<file path="src/rtl/tiles_pkg.sv">
// Shared constants, FSM state encoding and lane geometry helper for the
// falling-tile game datapath.
package tiles_pkg;

    localparam int         TILE_W      = 40;
    localparam int         TILE_H      = 30;
    localparam int         SCREEN_W    = 160;
    localparam int         SCREEN_H    = 120;
    localparam logic [2:0] TILE_COLOUR = 3'b000;
    localparam logic [2:0] BG_COLOUR   = 3'b111;
    localparam logic [7:0] LFSR_SEED   = 8'hA5;

    typedef enum logic [2:0] {
        S_IDLE   = 3'd0,
        S_INIT   = 3'd1,
        S_WAIT   = 3'd2,
        S_ERASE  = 3'd3,
        S_UPDATE = 3'd4,
        S_DRAW   = 3'd5,
        S_OVER   = 3'd6
    } state_t;

    // Left pixel column of a lane; four lanes of at most 40 px fit in 8 bits.
    function automatic logic [7:0] lane_x(input logic [1:0] lane, input logic [7:0] tile_w);
        return {6'd0, lane} * tile_w;
    endfunction

endpackage

</file>
<file path="src/rtl/lane_lfsr.sv">
// 8-bit Fibonacci LFSR (x^8+x^6+x^5+x^4+1) used to pick respawn lanes.
module lane_lfsr
    import tiles_pkg::*;
#(
    parameter logic [7:0] SEED = LFSR_SEED
) (
    input  logic       clk,
    input  logic       resetn,
    input  logic       advance,
    output logic [7:0] lfsr
);

    logic [7:0] lfsr_r;
    logic       feedback_s;

    // Feedback taps for bits 8,6,5,4; a non-zero seed never reaches all-zero.
    always_comb begin
        feedback_s = lfsr_r[7] ^ lfsr_r[5] ^ lfsr_r[4] ^ lfsr_r[3];
    end

    // Shift register with asynchronous return to the seed.
    always_ff @(posedge clk or negedge resetn) begin
        if (!resetn) begin
            lfsr_r <= SEED;
        end else if (advance) begin
            lfsr_r <= {lfsr_r[6:0], feedback_s};
        end else begin
            lfsr_r <= lfsr_r;
        end
    end

    assign lfsr = lfsr_r;

endmodule

</file>
<file path="src/rtl/tile_frame_scheduler.sv">
// Frame scheduler for the falling-tile game: moves four tiles once per frame and
// sequences their erase/draw rectangles through the shared fill datapath.
module tile_frame_scheduler #(
    parameter int         TILE_W      = 40,
    parameter int         TILE_H      = 30,
    parameter int         SCREEN_H    = 120,
    parameter int         HIT_Y       = 60,
    parameter logic [2:0] TILE_COLOUR = 3'b000,
    parameter logic [2:0] BG_COLOUR   = 3'b111
) (
    input  logic       clk,
    input  logic       resetn,
    input  logic       start,
    input  logic       frame_tick,
    input  logic [1:0] speed,
    input  logic [3:0] keys,
    output logic       rect_req,
    output logic [7:0] rect_x,
    output logic [6:0] rect_y,
    output logic [2:0] rect_colour,
    input  logic       rect_ack,
    output logic       busy,
    output logic       overrun,
    output logic [7:0] score,
    output logic       game_over
);
    import tiles_pkg::*;

    localparam logic [7:0] TILE_W_L = 8'(TILE_W);
    localparam logic [6:0] TILE_H_L = 7'(TILE_H);
    localparam logic [6:0] Y_LIMIT  = 7'(SCREEN_H - TILE_H);
    localparam logic [6:0] HIT_Y_L  = 7'(HIT_Y);

    state_t     state_r;
    logic [1:0] idx_r;
    logic [6:0] tile_y_r    [4];
    logic [1:0] tile_lane_r [4];
    logic [3:0] hit_pend_r;
    logic       rect_req_r;
    logic [7:0] rect_x_r;
    logic [6:0] rect_y_r;
    logic [2:0] rect_colour_r;
    logic       busy_r;
    logic       overrun_r;
    logic [7:0] score_r;
    logic       game_over_r;

    logic [7:0] lfsr_s;
    logic       lfsr_unused_s;
    logic [1:0] cur_lane_s;
    logic [6:0] cur_y_s;
    logic       hit_s;
    logic [6:0] new_y_s;
    logic [1:0] new_lane_s;
    logic       over_s;
    logic [7:0] score_next_s;
    logic [6:0] init_y_s;
    logic [3:0] pend_set_s;
    logic [3:0] pend_clr_s;
    logic [3:0] hit_pend_next_s;

    lane_lfsr #(
        .SEED (LFSR_SEED)
    ) u_lfsr (
        .clk     (clk),
        .resetn  (resetn),
        .advance (1'b1),
        .lfsr    (lfsr_s)
    );

    // Only the two low LFSR bits select a lane.
    assign lfsr_unused_s = ^lfsr_s[7:2];

    // Move / hit arithmetic for the tile currently selected by idx_r.
    always_comb begin
        cur_lane_s = tile_lane_r[idx_r];
        cur_y_s    = tile_y_r[idx_r];
        hit_s      = hit_pend_r[cur_lane_s] && (cur_y_s >= HIT_Y_L);
        if (hit_s) begin
            new_y_s    = 7'd0;
            new_lane_s = lfsr_s[1:0];
        end else begin
            new_y_s    = cur_y_s + {5'd0, speed} + 7'd1;
            new_lane_s = cur_lane_s;
        end
        over_s       = (new_y_s > Y_LIMIT);
        score_next_s = (score_r == 8'hFF) ? score_r : (score_r + 8'd1);
        init_y_s     = TILE_H_L * {5'd0, idx_r};
    end

    // Key latching: keys accumulate while a game runs; clears win over sets.
    always_comb begin
        pend_set_s = 4'd0;
        pend_clr_s = 4'd0;
        if ((state_r != S_IDLE) && (state_r != S_OVER)) begin
            pend_set_s = keys;
        end else begin
            pend_set_s = 4'd0;
        end
        case (state_r)
            S_INIT: pend_clr_s = 4'hF;
            S_UPDATE: begin
                if (hit_s) begin
                    pend_clr_s = 4'd1 << cur_lane_s;
                end else begin
                    pend_clr_s = 4'd0;
                end
            end
            S_DRAW: begin
                if (rect_req_r && rect_ack && (idx_r == 2'd3)) begin
                    pend_clr_s = 4'hF;
                end else begin
                    pend_clr_s = 4'd0;
                end
            end
            default: pend_clr_s = 4'd0;
        endcase
        hit_pend_next_s = (hit_pend_r | pend_set_s) & ~pend_clr_s;
    end

    // Frame sequencer with registered rectangle, status and score outputs.
    always_ff @(posedge clk or negedge resetn) begin
        if (!resetn) begin
            state_r       <= S_IDLE;
            idx_r         <= 2'd0;
            hit_pend_r    <= 4'd0;
            rect_req_r    <= 1'b0;
            rect_x_r      <= 8'd0;
            rect_y_r      <= 7'd0;
            rect_colour_r <= 3'd0;
            busy_r        <= 1'b0;
            overrun_r     <= 1'b0;
            score_r       <= 8'd0;
            game_over_r   <= 1'b0;
            for (int i = 0; i < 4; i++) begin
                tile_y_r[i]    <= 7'd0;
                tile_lane_r[i] <= 2'd0;
            end
        end else begin
            overrun_r  <= 1'b0;
            hit_pend_r <= hit_pend_next_s;
            case (state_r)
                S_IDLE, S_OVER: begin
                    if (start) begin
                        state_r <= S_INIT;
                        idx_r   <= 2'd0;
                    end
                end
                // One tile per cycle so each gets a fresh LFSR lane.
                S_INIT: begin
                    tile_y_r[idx_r]    <= init_y_s;
                    tile_lane_r[idx_r] <= lfsr_s[1:0];
                    score_r            <= 8'd0;
                    game_over_r        <= 1'b0;
                    if (idx_r == 2'd3) begin
                        idx_r   <= 2'd0;
                        state_r <= S_WAIT;
                    end else begin
                        idx_r <= idx_r + 2'd1;
                    end
                end
                S_WAIT: begin
                    if (frame_tick) begin
                        idx_r   <= 2'd0;
                        busy_r  <= 1'b1;
                        state_r <= S_ERASE;
                    end
                end
                S_ERASE: begin
                    overrun_r <= frame_tick;
                    if (!rect_req_r) begin
                        rect_req_r    <= 1'b1;
                        rect_x_r      <= lane_x(cur_lane_s, TILE_W_L);
                        rect_y_r      <= cur_y_s;
                        rect_colour_r <= BG_COLOUR;
                    end else if (rect_ack) begin
                        rect_req_r <= 1'b0;
                        state_r    <= S_UPDATE;
                    end
                end
                S_UPDATE: begin
                    overrun_r          <= frame_tick;
                    tile_y_r[idx_r]    <= new_y_s;
                    tile_lane_r[idx_r] <= new_lane_s;
                    if (hit_s) begin
                        score_r <= score_next_s;
                    end
                    if (over_s) begin
                        game_over_r <= 1'b1;
                        busy_r      <= 1'b0;
                        state_r     <= S_OVER;
                    end else begin
                        state_r <= S_DRAW;
                    end
                end
                S_DRAW: begin
                    overrun_r <= frame_tick;
                    if (!rect_req_r) begin
                        rect_req_r    <= 1'b1;
                        rect_x_r      <= lane_x(cur_lane_s, TILE_W_L);
                        rect_y_r      <= cur_y_s;
                        rect_colour_r <= TILE_COLOUR;
                    end else if (rect_ack) begin
                        rect_req_r <= 1'b0;
                        if (idx_r == 2'd3) begin
                            busy_r  <= 1'b0;
                            state_r <= S_WAIT;
                        end else begin
                            idx_r   <= idx_r + 2'd1;
                            state_r <= S_ERASE;
                        end
                    end
                end
                default: begin
                    rect_req_r <= 1'b0;
                    busy_r     <= 1'b0;
                    state_r    <= S_IDLE;
                end
            endcase
        end
    end

    assign rect_req    = rect_req_r;
    assign rect_x      = rect_x_r;
    assign rect_y      = rect_y_r;
    assign rect_colour = rect_colour_r;
    assign busy        = busy_r;
    assign overrun     = overrun_r;
    assign score       = score_r;
    assign game_over   = game_over_r;

endmodule

</file>
<file path="config.mk">
export PLATFORM = sky130hd
export DESIGN_NAME = tile_frame_scheduler
export DESIGN_NICKNAME = d
export VERILOG_FILES = /design/src/rtl/tiles_pkg.sv /design/src/rtl/lane_lfsr.sv /design/src/rtl/tile_frame_scheduler.sv
export SDC_FILE = /design/constraint.sdc
export NUM_CORES = 1
export LEC_CHECK = 0
export ABC_AREA = 1
export CAP_MARGIN = 20
export CORE_MARGIN = 1.5
export CORE_UTILIZATION = 50
export CTS_CLUSTER_SIZE = 25
export DETAILED_ROUTE_END_ITERATION = 12
export PLACE_DENSITY = 0.71
export SLEW_MARGIN = 20
export SYNTH_ARGS = -nofsm -noshare
export SYNTH_HDL_FRONTEND = slang
export SYNTH_HIERARCHICAL = 1
export SYNTH_SLANG_ARGS = --single-unit
</file>
<file path="constraint.sdc">
create_clock -name clk -period 8 [get_ports clk]
set_clock_uncertainty 0.15 [all_clocks]
set_input_delay 1.6 -clock clk [delete_from_list [all_inputs] [get_ports clk]]
set_output_delay 1.6 -clock clk [all_outputs]
set_load 0.05 [all_outputs]
</file>
### Yosys cells after proc, flatten, opt, wreduce, memory -nomap -nowiden

Cells that the tools add are included.

| cells by class | value |
|---|---|
| multipliers | 2 |
| reduce and logical (&&, ||, !) cells | 22 |
| multiplexer cells | 59 |
| magnitude comparators | 5 |
| bitwise logic cells | 9 |
| eq/ne operators | 23 |
| shift-type cells | 1 |
| add/sub/neg operators | 4 |

Operator list:

| operator | number |
|---|---|
| 28-bit bitwise mux | 2 |
| 28-bit one-hot mux with 2 select lines | 1 |
| 8-bit one-hot mux with 2 select lines | 2 |
| 7-bit 2-to-1 mux | 4 |
| 2-bit inequality test (second input constant) | 14 |
| 3-bit 2-to-1 mux | 9 |
| 2-bit 2-to-1 mux | 11 |
| 3-bit one-hot mux with 6 select lines | 1 |
| 8-bit bitwise mux | 2 |
| 8-bit 2-to-1 mux | 2 |
| 7-bit binary-select mux with 2-bit select | 1 |
| 7-bit demux with 2-bit select | 1 |
| 4-bit 2-to-1 mux | 3 |
| 4-bit one-hot mux with 3 select lines | 1 |
| 6-bit AND reduction | 2 |
| 1-bit 2-to-1 mux | 11 |
| 3-bit == test (second input constant) | 3 |
| 8-bit by 1-bit adder with 8-bit output (second input constant) | 1 |
| 8-bit == test (second input constant) | 1 |
| 2-bit one-hot mux with 4 select lines | 1 |
| 7-bit by 1-bit adder with 7-bit output (second input constant) | 1 |
| 7-bit by 2-bit adder with 7-bit output | 1 |
| 7-bit by 6-bit >= comparator with 1-bit output (second input constant) | 1 |
| 7-bit > comparator (second input constant) | 1 |
| other kinds (35) | 48 |

| word-level totals | value |
|---|---|
| output and inout port bits | 30 |
| input port bits | 11 |
| register bits | 80 |
| word-level logic and storage cells | 145 |

### Longest topological paths before layout

Gate-level depths: netlist of the first run.

| depth | value |
|---|---|
| depth after elaboration | 11 |
| gate-level depth with buffers | 19 |
| mapped depth without buffers | 18 |

### Modules after synthesis

The synthesis of the first run kept the hierarchy.

Modules (own cells, without submodules):

| module | area each (µm²) | sequential area each (µm²) | times used | cells each |
|---|---|---|---|---|
| tile_frame_scheduler | 3714.8 | 1676.6 | 1 | 479 |
| lane_lfsr | 367.9 | 205.2 | 1 | 46 |

### Worst setup path after synthesis of the first run

Ideal clock, no wire load.

| timing path | value |
|---|---|
| kind | input port to flip-flop |
| from | input speed[0] |
| to | register busy_r (netlist: busy) |
| required time | 7.731 ns |
| buffers on the path | 0 |
| stages on the path | 14 |
| library setup time | 0.119 ns |
| data arrival time | 2.977 ns |
| path slack | 4.754 ns |
| path through | inv_1 ha_1 fa_1 inv_1 nand2_1 xor2_1 nor2_1 nand2_1 nand2_1 nand2_1 nand2_1 nand3_1 nand2_1 nand2_1 |

| between the ends | value |
|---|---|
| cells in the longest elaborated chain, start to end | 6 |

Ends and longest elaborated chain:

| item | line | RTL |
|---|---|---|
| start, declared | tile_frame_scheduler.sv:15 | `input logic [1:0] speed,` |
| 7-bit by 2-bit adder with 7-bit output | tile_frame_scheduler.sv:83 | `new_y_s = cur_y_s + {5'd0, speed} + 7'd1;` |
| 7-bit by 1-bit adder with 7-bit output | tile_frame_scheduler.sv:83 |  |
| 7-bit 2-to-1 mux | tile_frame_scheduler.sv:79 | `if (hit_s) begin` |
| 7-bit > comparator | tile_frame_scheduler.sv:86 | `over_s = (new_y_s > Y_LIMIT);` |
| 2-bit inequality test (no line) | - |  |
| 6-bit AND reduction (no line) | - |  |
| end signal, assigned | tile_frame_scheduler.sv:131 | `busy_r <= 1'b0;` |
| end signal, assigned | tile_frame_scheduler.sv:165 | `busy_r <= 1'b1;` |
| end signal, assigned | tile_frame_scheduler.sv:190 | `busy_r <= 1'b0;` |
| end, declared | tile_frame_scheduler.sv:43 | `logic busy_r;` |

Every way passes these cells.
A chain may end at the register's enable or synchronous reset.

### Final worst setup path of the first run

Same ends and word-level chain as after synthesis.

==> results of run 1 <==
## worst max-delay path, cell delays in order
cell             delay, ns
clkdlybuf4s50_1       0.46
inv_1                 0.05
ha_1                  0.21
fa_1                  0.39
inv_1                 0.10
nand2_1               0.07
xor2_1                0.15
nor2_1                0.13
nand2_1               0.07
nand2_1               0.09
nand2_1               0.07
nand2_1               0.10
nand3_1               0.10
nand2_1               0.06
nand2_1               0.04
## cells by family (layout without fill, tap and decap cells)
logic type | after synthesis | count (layout)
AND/OR/NAND/NOR | 245 | 245
buffers and inverters | 94 | 125
AO/OA/AOI/OAI | 92 | 92
flip-flops | 75 | 75
adder cells (fa/ha/maj) | 11 | 11
XOR/XNOR | 5 | 5
other | 2 | 7
multiplexers | 1 | 1
## cell usage after synthesis, types with 6 or more instances
cell type / number / share of area
nand2_1: 150 / 0.14
dfrtp_1: 71 / 0.44
inv_1: 67 / 0.062
o21ai_0: 47 / 0.058
nand3_1: 46 / 0.056
nor2_1: 26 / 0.024
a21oi_1: 19 / 0.023
buf_4: 10 / 0.018
ha_1: 10 / 0.031
nand2_2: 8 / 0.012
inv_2: 6 / 0.0055
o31ai_1: 6 / 0.011
## area by class of cell
cell class / count / area (µm²)
Clock buffer: 13 / 179
Clock inverter: 3 / 67.6
Inverter: 73 / 274
Sequential cell: 75 / 1880
Fill cell: 719 / 3130
Multi-Input combinational cell: 361 / 1790
Tap cell: 102 / 128
Timing Repair Buffer: 36 / 358
## layout by cell type (no fill, tap or decap), types with 2 or more instances in the layout
master	synthesis	layout
nor2_4	2	2
a21oi_1	19	19
conb_1	2	7
o31ai_1	6	6
nor2_1	26	26
a22oi_1	4	4
o21a_1	2	2
or2_2	2	2
clkbuf_8	1	13
xor2_1	4	4
ha_1	10	10
o21ai_0	47	47
nor3_1	3	3
dfrtp_1	71	71
inv_2	6	6
dfstp_2	4	4
nor2_2	4	4
bufinv_16	0	2
nand3_1	46	46
inv_1	67	67
nand2_2	8	8
o21ai_1	3	3
o22ai_1	3	3
clkdlybuf4s50_1	0	35
nand2_1	150	150
## layer usage
metal	vias up	share of wire	wire length [µm]
met3	17	0.063	592
met1	1622	0.47	4490
met2	127	0.44	4210
met5	-	0	0
met4	0	0.019	177
li1	1726	-	-
## report_power, final
| group | switching (W) | internal [W] |
|---|---|---|
| registers | 0.000106 | 0.000522 |
| logic | 0.000742 | 0.000327 |
| clock network | 0.000142 | 0.000210 |
| total | 0.000991 | 0.00106 |
## flip-flops by register name, summed over array words and instances (netlist names), 2 cells and up
name and cells:
hit_pend_r 4, tile_y_r 28, score 8, rect_x 2
idx_r 2, rect_y 7, state_r 3, u_lfsr/lfsr 8
tile_lane_r 8
## final timing paths
| path | end | depth (start not counted) | slack [ns] | from |
|---|---|---|---|---|
| setup / recovery | busy | 15 | 4.41 | speed[0] |
| hold / removal | rect_y[3] | 2 | 0.34 | rect_y[3] |
| setup reg to reg | busy | 16 | 4.63 | idx_r[0] |
| hold reg to reg | rect_y[3] | 2 | 0.34 | rect_y[3] |
| max in group asynchronous | tile_lane_r[0] | 1 | 5.85 | resetn |
| min in group asynchronous | rect_y[4] | 1 | 1.23 | resetn |
## metrics by stage
| stage | cell area, µm² | util | cells | power [W] |
|---|---|---|---|---|
| final | 4680 | 0.600 | 663 | 0.00205 |
| after floorplan | 4100 | - | 530 | 0.00142 |
| after global placement | 4430 | 0.568 | 647 | 0.00167 |
| after detailed placement | 4430 | 0.568 | 647 | 0.00169 |
| after CTS | 4680 | 0.600 | 663 | 0.00204 |
| after global routing | 4680 | 0.600 | 663 | 0.00220 |
==> metrics.cfg, run 1 <==
[grt]
global_route_wire_length_before_repair_mm=15.9
largest_net_degree_at_the_start_of_global_routing=76
grt_antenna_before_repair=0
groute.layer.met1.usage=0.337
grt_most_used_layer=met2
overflow_left_after_global_routing=0
use_met2=0.366
grt_usage=0.236
first_global_vias=3296
globalRouteMet3Util=0.0317

[critical_path]
setup.worst_path.start_class=input pin
worstPathArrival_ns=3.69
setup.worst_path.end_class=flip-flop
crit_path_category=input pin to flip-flop
worstPathMaxFanout=3
crit_required_ns=8.10

[power_and_ir_drop]
power_leakage_nw=2.30
peakVddDrop_uv=140
power_density_nw_per_um2=438

[die]
io_pins=41
design.core.area_um2=7810
fp.dieArea_um2=8720
start_util=0.523
dieHeight_um=93.4
dieWidth_um=93.4
rows=32

[sta]
maxSlewHeadroom=0.373
final_min_period_over_clock_period=0.449
minimum_clock_period_ns=3.59
finalHoldViolations=0
setup_viol_count_final=0
setup_repair_after_global_routing_missed_its_margin=false
worst-slew-pin-transition_ns=0.941
fin_hold_ws_ns=0.340
slew_violations=0
final_critical_path_setup_slack_ns=4.41
fin_tns_setup_ns=0
max_clock_freq_mhz=279

[logic_synthesis]
number_of_different_library_cells_in_the_post_synthesis_netlist=43
synth_compound_gate_area_share=0.128
xor_xnor_share_of_the_synthesized_area=0.0107
synth.avg_cell_area_um2=7.78
synth.cell_area_um2=4080
syn_inst=525
async_flop_share=1.00
synth_sequential_area_ratio=0.461
synth_top_flop_cell=dfrtp_1
synthMuxAreaShare=0.00245
synthAdderAreaFrac=0.0356
ys.warnings.count=6
ys_seq_elements=75
number_of_enable_type_register_cells_in_the_synthesized_netlist=0
combinational_family_with_the_most_area_after_synthesis=simple AND/OR/NAND/NOR gates
synth-simple-area-share=0.256

[cts]
cts_hold_buf=0
numCtsBuffers=9
cts_tree=built
h-tree-depth=3
clk_latency_ns=0.35
path_clk_slew_ns=0.09
tritoncts_num_sinks=75
buffers_from_clock_root_to_sink_at_most=2
post-cts-setup-buffers=0
cts_root_buffer=clkbuf_8
cts_resized=0

[job]
maxCapViolations=0

[outcome]
status=complete, no violations

[routing]
drt-pass1-iter-count=6
route.detailed.drc=0
wirelength_mm=9.47
dr_total_vias=3492
drt_iter0_markers=400
drt-wirelength-per-cell_um=14.3
vias_per_std_cell=5.27
ant_nets=0

[final_layout]
syn_to_final_growth_pct=14.6
number_of_diodes_added_for_antenna_fixing=0
drive_above_1_share=0.0802
finish.net_count=578

[worst_hold_path]
min_path_type=flip-flop to flip-flop

[placement]
detailed_place_hpwl_mm=6.50
post-place-ws_ns=4.09
io_buffers=36
routabilityCongestion=0.896

Note: power is estimated with default switching activity, not from simulation.
==> run 2, diff against run 1 <==
PLACE_DENSITY = 0.74   (was 0.71)
clock period = 3.3 ns   (was 8 ns; I/O delays follow)
==> run 2 against run 1 <==
Net effect: critical path depth is 4 higher; global-route usage about the same; first-iteration DRC count shrank 38%; via count up 3.1%; highest routed layer unchanged.
==> metrics.cfg, run 2 (synthesis gave the netlist of run 1 again) <==
[routing]
ant_nets=0
drt-wirelength-per-cell_um=13.9
wirelength_mm=9.33
drt_iter0_markers=248
dr_total_vias=3600
vias_per_std_cell=5.35
route.detailed.drc=0
drt-pass1-iter-count=5

[critical_path]
worstPathArrival_ns=3.00
critical-path-max-stage-delay_ns=0.51
crit_path_top_delay_cell=dfrtp_1
crit_path_category=flip-flop to flip-flop
crit_path_cell_chain=inv_2 > buf_4 > nand2_1 > nand3_1 > nand2_2 > nand2_1 > nand2_1 > nand2_1 > nand2_1 > nand2_4 > nand2_1 > nor2_1 > nand2_1 > nand2_1 > nand2_1 > nand2_1 > nand3_1 > nand2_1 > nand2_1
setup.worst_path.end_class=flip-flop
crit_required_ns=3.40
r2r_cells=19
setup.worst_path.start_class=flip-flop
cp_common_cell=nand2_1
worstPathMaxFanout=14

[die]
design.core.area_um2=7810
dieWidth_um=93.4
dieHeight_um=93.4
io_pins=41
fp.dieArea_um2=8720
start_util=0.523
rows=32

[cts]
tritoncts_num_sinks=75
cts_root_buffer=clkbuf_8
post-cts-setup-buffers=0
buffers_from_clock_root_to_sink_at_most=2
cts_resized=0
clk_latency_ns=0.36
path_clk_slew_ns=0.09
cts_tree=built
numCtsBuffers=9
cts_hold_buf=0
h-tree-depth=3

[grt]
global_route_wire_length_before_repair_mm=16.0
overflow_left_after_global_routing=0
first_global_vias=3394
largest_net_degree_at_the_start_of_global_routing=47
grt_antenna_before_repair=0
grt_usage=0.236

[final_layout]
finish.utilization=0.608
drive_above_1_share=0.0963
syn_to_final_growth_pct=16.2
layout_common_cells=150 x nand2_1, 71 x dfrtp_1, 67 x inv_1
number_of_diodes_added_for_antenna_fixing=0
finish.net_count=588
final_common_cell=nand2_1
fillcell_total=731
regMostFlops=tile_y_r
max_ffs_per_register=28

[sta]
worst-slew-pin-transition_ns=0.733
max_clock_freq_mhz=345
fin_tns_setup_ns=0
setup_repair_after_global_routing_missed_its_margin=false
fin_hold_ws_ns=0.176
slew_violations=0
final_min_period_over_clock_period=0.879
maxSlewHeadroom=0.511
finalHoldViolations=0
minimum_clock_period_ns=2.90
setup_viol_count_final=0

[power_and_ir_drop]
peakVddDrop_uv=369
power_density_nw_per_um2=1050
power_leakage_nw=2.34

[outcome]
status=complete, no violations

[placement]
routabilityCongestion=0.919
io_buffers=36
detailed_place_hpwl_mm=6.77

[worst_hold_path]
min_path_type=input pin to async pin

[job]
maxCapViolations=0

## run 2: cell types whose count changed in the layout (fill, tap and decap cells not counted), sizes merged
| cell | delta |
|---|---|
| buf | +10 |
| clkbuf | -3 |
| clkinv | +2 |
| clkinvlp | +1 |
## run 2: path summary, 6_finish.rpt
path | startpoint | end | slack, ns
setup / recovery | idx_r[0] | busy | 0.40
hold / removal | resetn | rect_y[3] | 0.18
setup reg to reg | idx_r[0] | busy | 0.40
hold reg to reg | tile_lane_r[4] | tile_lane_r[4] | 0.33
max in group asynchronous | resetn | u_lfsr/lfsr[7] | 2.06
min in group clk | tile_lane_r[4] | tile_lane_r[4] | 0.33
## run 2: final cells by class
type / count / area, µm² / share of cell area
well taps: 102 / 128 / 0.0269
multi-input cells: 361 / 1790 / 0.378
flip-flops and latches: 75 / 1880 / 0.397
repair buffers: 46 / 443 / 0.0933
clock inverters: 6 / 88.8 / 0.0187
inverters: 73 / 274 / 0.0577
clock buffers: 10 / 138 / 0.0290
## run 2: critical path, delay by kind of cell (launching register included)
kind | cells | cell delay [ns]
buf+inv | 2 | 0.49
flops | 1 | 0.51
simple gates | 17 | 1.63
## run 2: metrics by stage
step	std cells	setup slack [ns]	power [W]	area, µm²
2_1_floorplan	530	0.757	0.00345	4100
3_3_place_gp	657	0.373	0.00408	4520
3_5_place_dp	657	0.308	0.00413	4520
4_1_cts	673	0.462	0.00495	4750
5_1_grt	673	0.189	0.00538	4750
6_report	673	0.401	0.00497	4750
## run 2: per-layer routing
layer	vias to the layer above	wire length, µm	global-route usage
met5	-	0	0
met4	0	204	0.0871
met3	17	555	0.0447
met2	141	4190	0.363
met1	1689	4380	0.331
li1	1753	-	-
## run 2: where the power goes
part	switching, W	internal, W
clock network	0.000360	0.000446
registers	0.000221	0.00127
logic	0.00183	0.000847
total	0.00241	0.00256
==> run 3, diff against run 2 <==
DONT_BUFFER_PORTS = 1   (was default)
PLACE_DENSITY = 0.68   (was 0.74)
==> run 3 against run 2 <==
Net effect: clock power decreased by 23%; maximum frequency decreased by 2.3%; via count is 5.4% lower; count of clock-buffer cells in the layout increased by 3; global-route usage grew 0.10 points; critical path type unchanged; critical endpoint unchanged; largest power group unchanged.
==> metrics.cfg, run 3 (synthesis gave the netlist of run 1 again) <==
[placement]
place_area_um2=4140
placedCellCount=619
routabilityCongestion=0.933
detailed_place_hpwl_mm=6.92
post-place-ws_ns=0.408
io_buffers=0

[final_layout]
drive_above_1_share=0.0936
layout.cells.non_filler=636
regMostFlops=tile_y_r
design_area_um2=4330
fillcell_total=718
final_common_cell=nand2_1
syn_to_final_growth_pct=6.01
layout_common_cells=150 x nand2_1, 71 x dfrtp_1, 67 x inv_1
finish.net_count=551
number_of_diodes_added_for_antenna_fixing=0
max_ffs_per_register=28

[cts]
post-cts-setup-buffers=0
h-tree-depth=3
buffers_from_clock_root_to_sink_at_most=2
path_clk_slew_ns=0.08
numCtsBuffers=9
cts_root_buffer=clkbuf_8
cts_tree=built
cts_resized=0
clk_latency_ns=0.35
tritoncts_num_sinks=75

[die]
dieHeight_um=93.4
fp.dieArea_um2=8720
rows=32
start_util=0.523
design.core.area_um2=7810
dieWidth_um=93.4
io_pins=41

[grt]
grt_antenna_before_repair=0
grt_usage=0.237
global_route_wire_length_before_repair_mm=16.0
grt_most_used_layer=met2
groute.layer.met1.usage=0.334
largest_net_degree_at_the_start_of_global_routing=76
overflow_left_after_global_routing=0
first_global_vias=3349
globalRouteMet3Util=0.0488
use_met2=0.367

[critical_path]
worstPathMaxFanout=13
crit_path_category=flip-flop to flip-flop
cp_common_cell=nand2_1
crit_required_ns=3.43
crit_path_cell_chain=inv_2 > a32oi_1 > inv_1 > fa_1 > inv_1 > xor2_1 > inv_1 > nand2_1 > nand2_1 > nand2_1 > nand2_1 > nand2_1 > nand2_1 > nand3_1 > nand2_1 > nand2_1
setup.worst_path.end_class=flip-flop
crit_path_top_delay_cell=dfrtp_1
worstPathArrival_ns=3.10
crit_buf_inv=4
critical-path-max-stage-delay_ns=0.62
setup.worst_path.start_class=flip-flop
crit_family=simple AND/OR/NAND/NOR gates

[routing]
route.detailed.drc=0
drt-wirelength-per-cell_um=15.0
vias_per_std_cell=5.35
dr_total_vias=3405
drt-pass1-iter-count=5
wirelength_mm=9.53
drt_iter0_markers=360
ant_nets=0

[power_and_ir_drop]
peakVddDrop_uv=332
report.power.total_w=0.00461
power_leakage_nw=2.19
power_density_nw_per_um2=1060

[sta]
slew_violations=0
final_critical_path_setup_slack_ns=0.332
minimum_clock_period_ns=2.97
finalHoldViolations=0
final_min_period_over_clock_period=0.899
worst-slew-pin-transition_ns=0.899
setup_repair_after_global_routing_missed_its_margin=false
setup_viol_count_final=0
max_clock_freq_mhz=337
maxSlewHeadroom=0.400
fin_tns_setup_ns=0

[outcome]
status=complete, no violations

[job]
maxCapViolations=0

[worst_hold_path]
min_path_type=input pin to async pin

run 3: cell type report:
class                           count  area [µm²]  share of cell area
Clock buffer                       13         149              0.0344
Clock inverter                      3        15.0             0.00347
Inverter                           73         274              0.0633
Multi-Input combinational cell    361        1790               0.414
Sequential cell                    75        1880               0.435
Tap cell                          102         128              0.0295
Timing Repair Buffer                9        87.6              0.0202
run 3: per-layer routing:
layer  wire [µm]  part of all wire
met3         593             0.062
met4         139             0.015
met2        4270              0.45
met5           0                 0
met1        4530              0.48
run 3: worst reg2reg max path: stages (launching register included):
cell and delay (ns):
dfrtp_1 0.62, inv_2 0.22, a32oi_1 0.33, inv_1 0.11
fa_1 0.42, inv_1 0.11, xor2_1 0.19, inv_1 0.06
nand2_1 0.13, nand2_1 0.07, nand2_1 0.07, nand2_1 0.09
nand2_1 0.07, nand2_1 0.07, nand3_1 0.08, nand2_1 0.05
nand2_1 0.07
run 3: final timing paths:
kind	cells after the start	from	to	slack [ns]
worst max-delay path	16	idx_r[1]	busy	0.33
worst min-delay path	1	resetn	tile_y_r[15]	0.03
worst max register to register	16	idx_r[1]	busy	0.33
worst min register to register	2	tile_lane_r[3]	tile_lane_r[3]	0.34
max in group asynchronous	1	resetn	u_lfsr/lfsr[0]	2.61
min in group clk	1	frame_tick	overrun	0.27
run 3: power breakdown:
| part | internal, W | switching, W |
|---|---|---|
| Sequential | 0.00126 | 0.000524 |
| Clock | 0.000291 | 0.000329 |
| Combinational | 0.000674 | 0.00152 |
| Total | 0.00223 | 0.00238 |
run 3: stage by stage:
step | hold slack (ns) | utilization
2_1_floorplan | 0.214 | -
3_3_place_gp | 0.216 | 0.530
3_5_place_dp | 0.216 | 0.530
4_1_cts | 0.0618 | 0.554
5_1_grt | 0.0687 | 0.554
6_report | 0.0300 | 0.554
run 3: what timing repair did:
item / in CTS / in global routing
hold buffers: 1 / 0
hold endpoints to repair: 75 / 0
endpoints found under the setup margin: 0 / 0
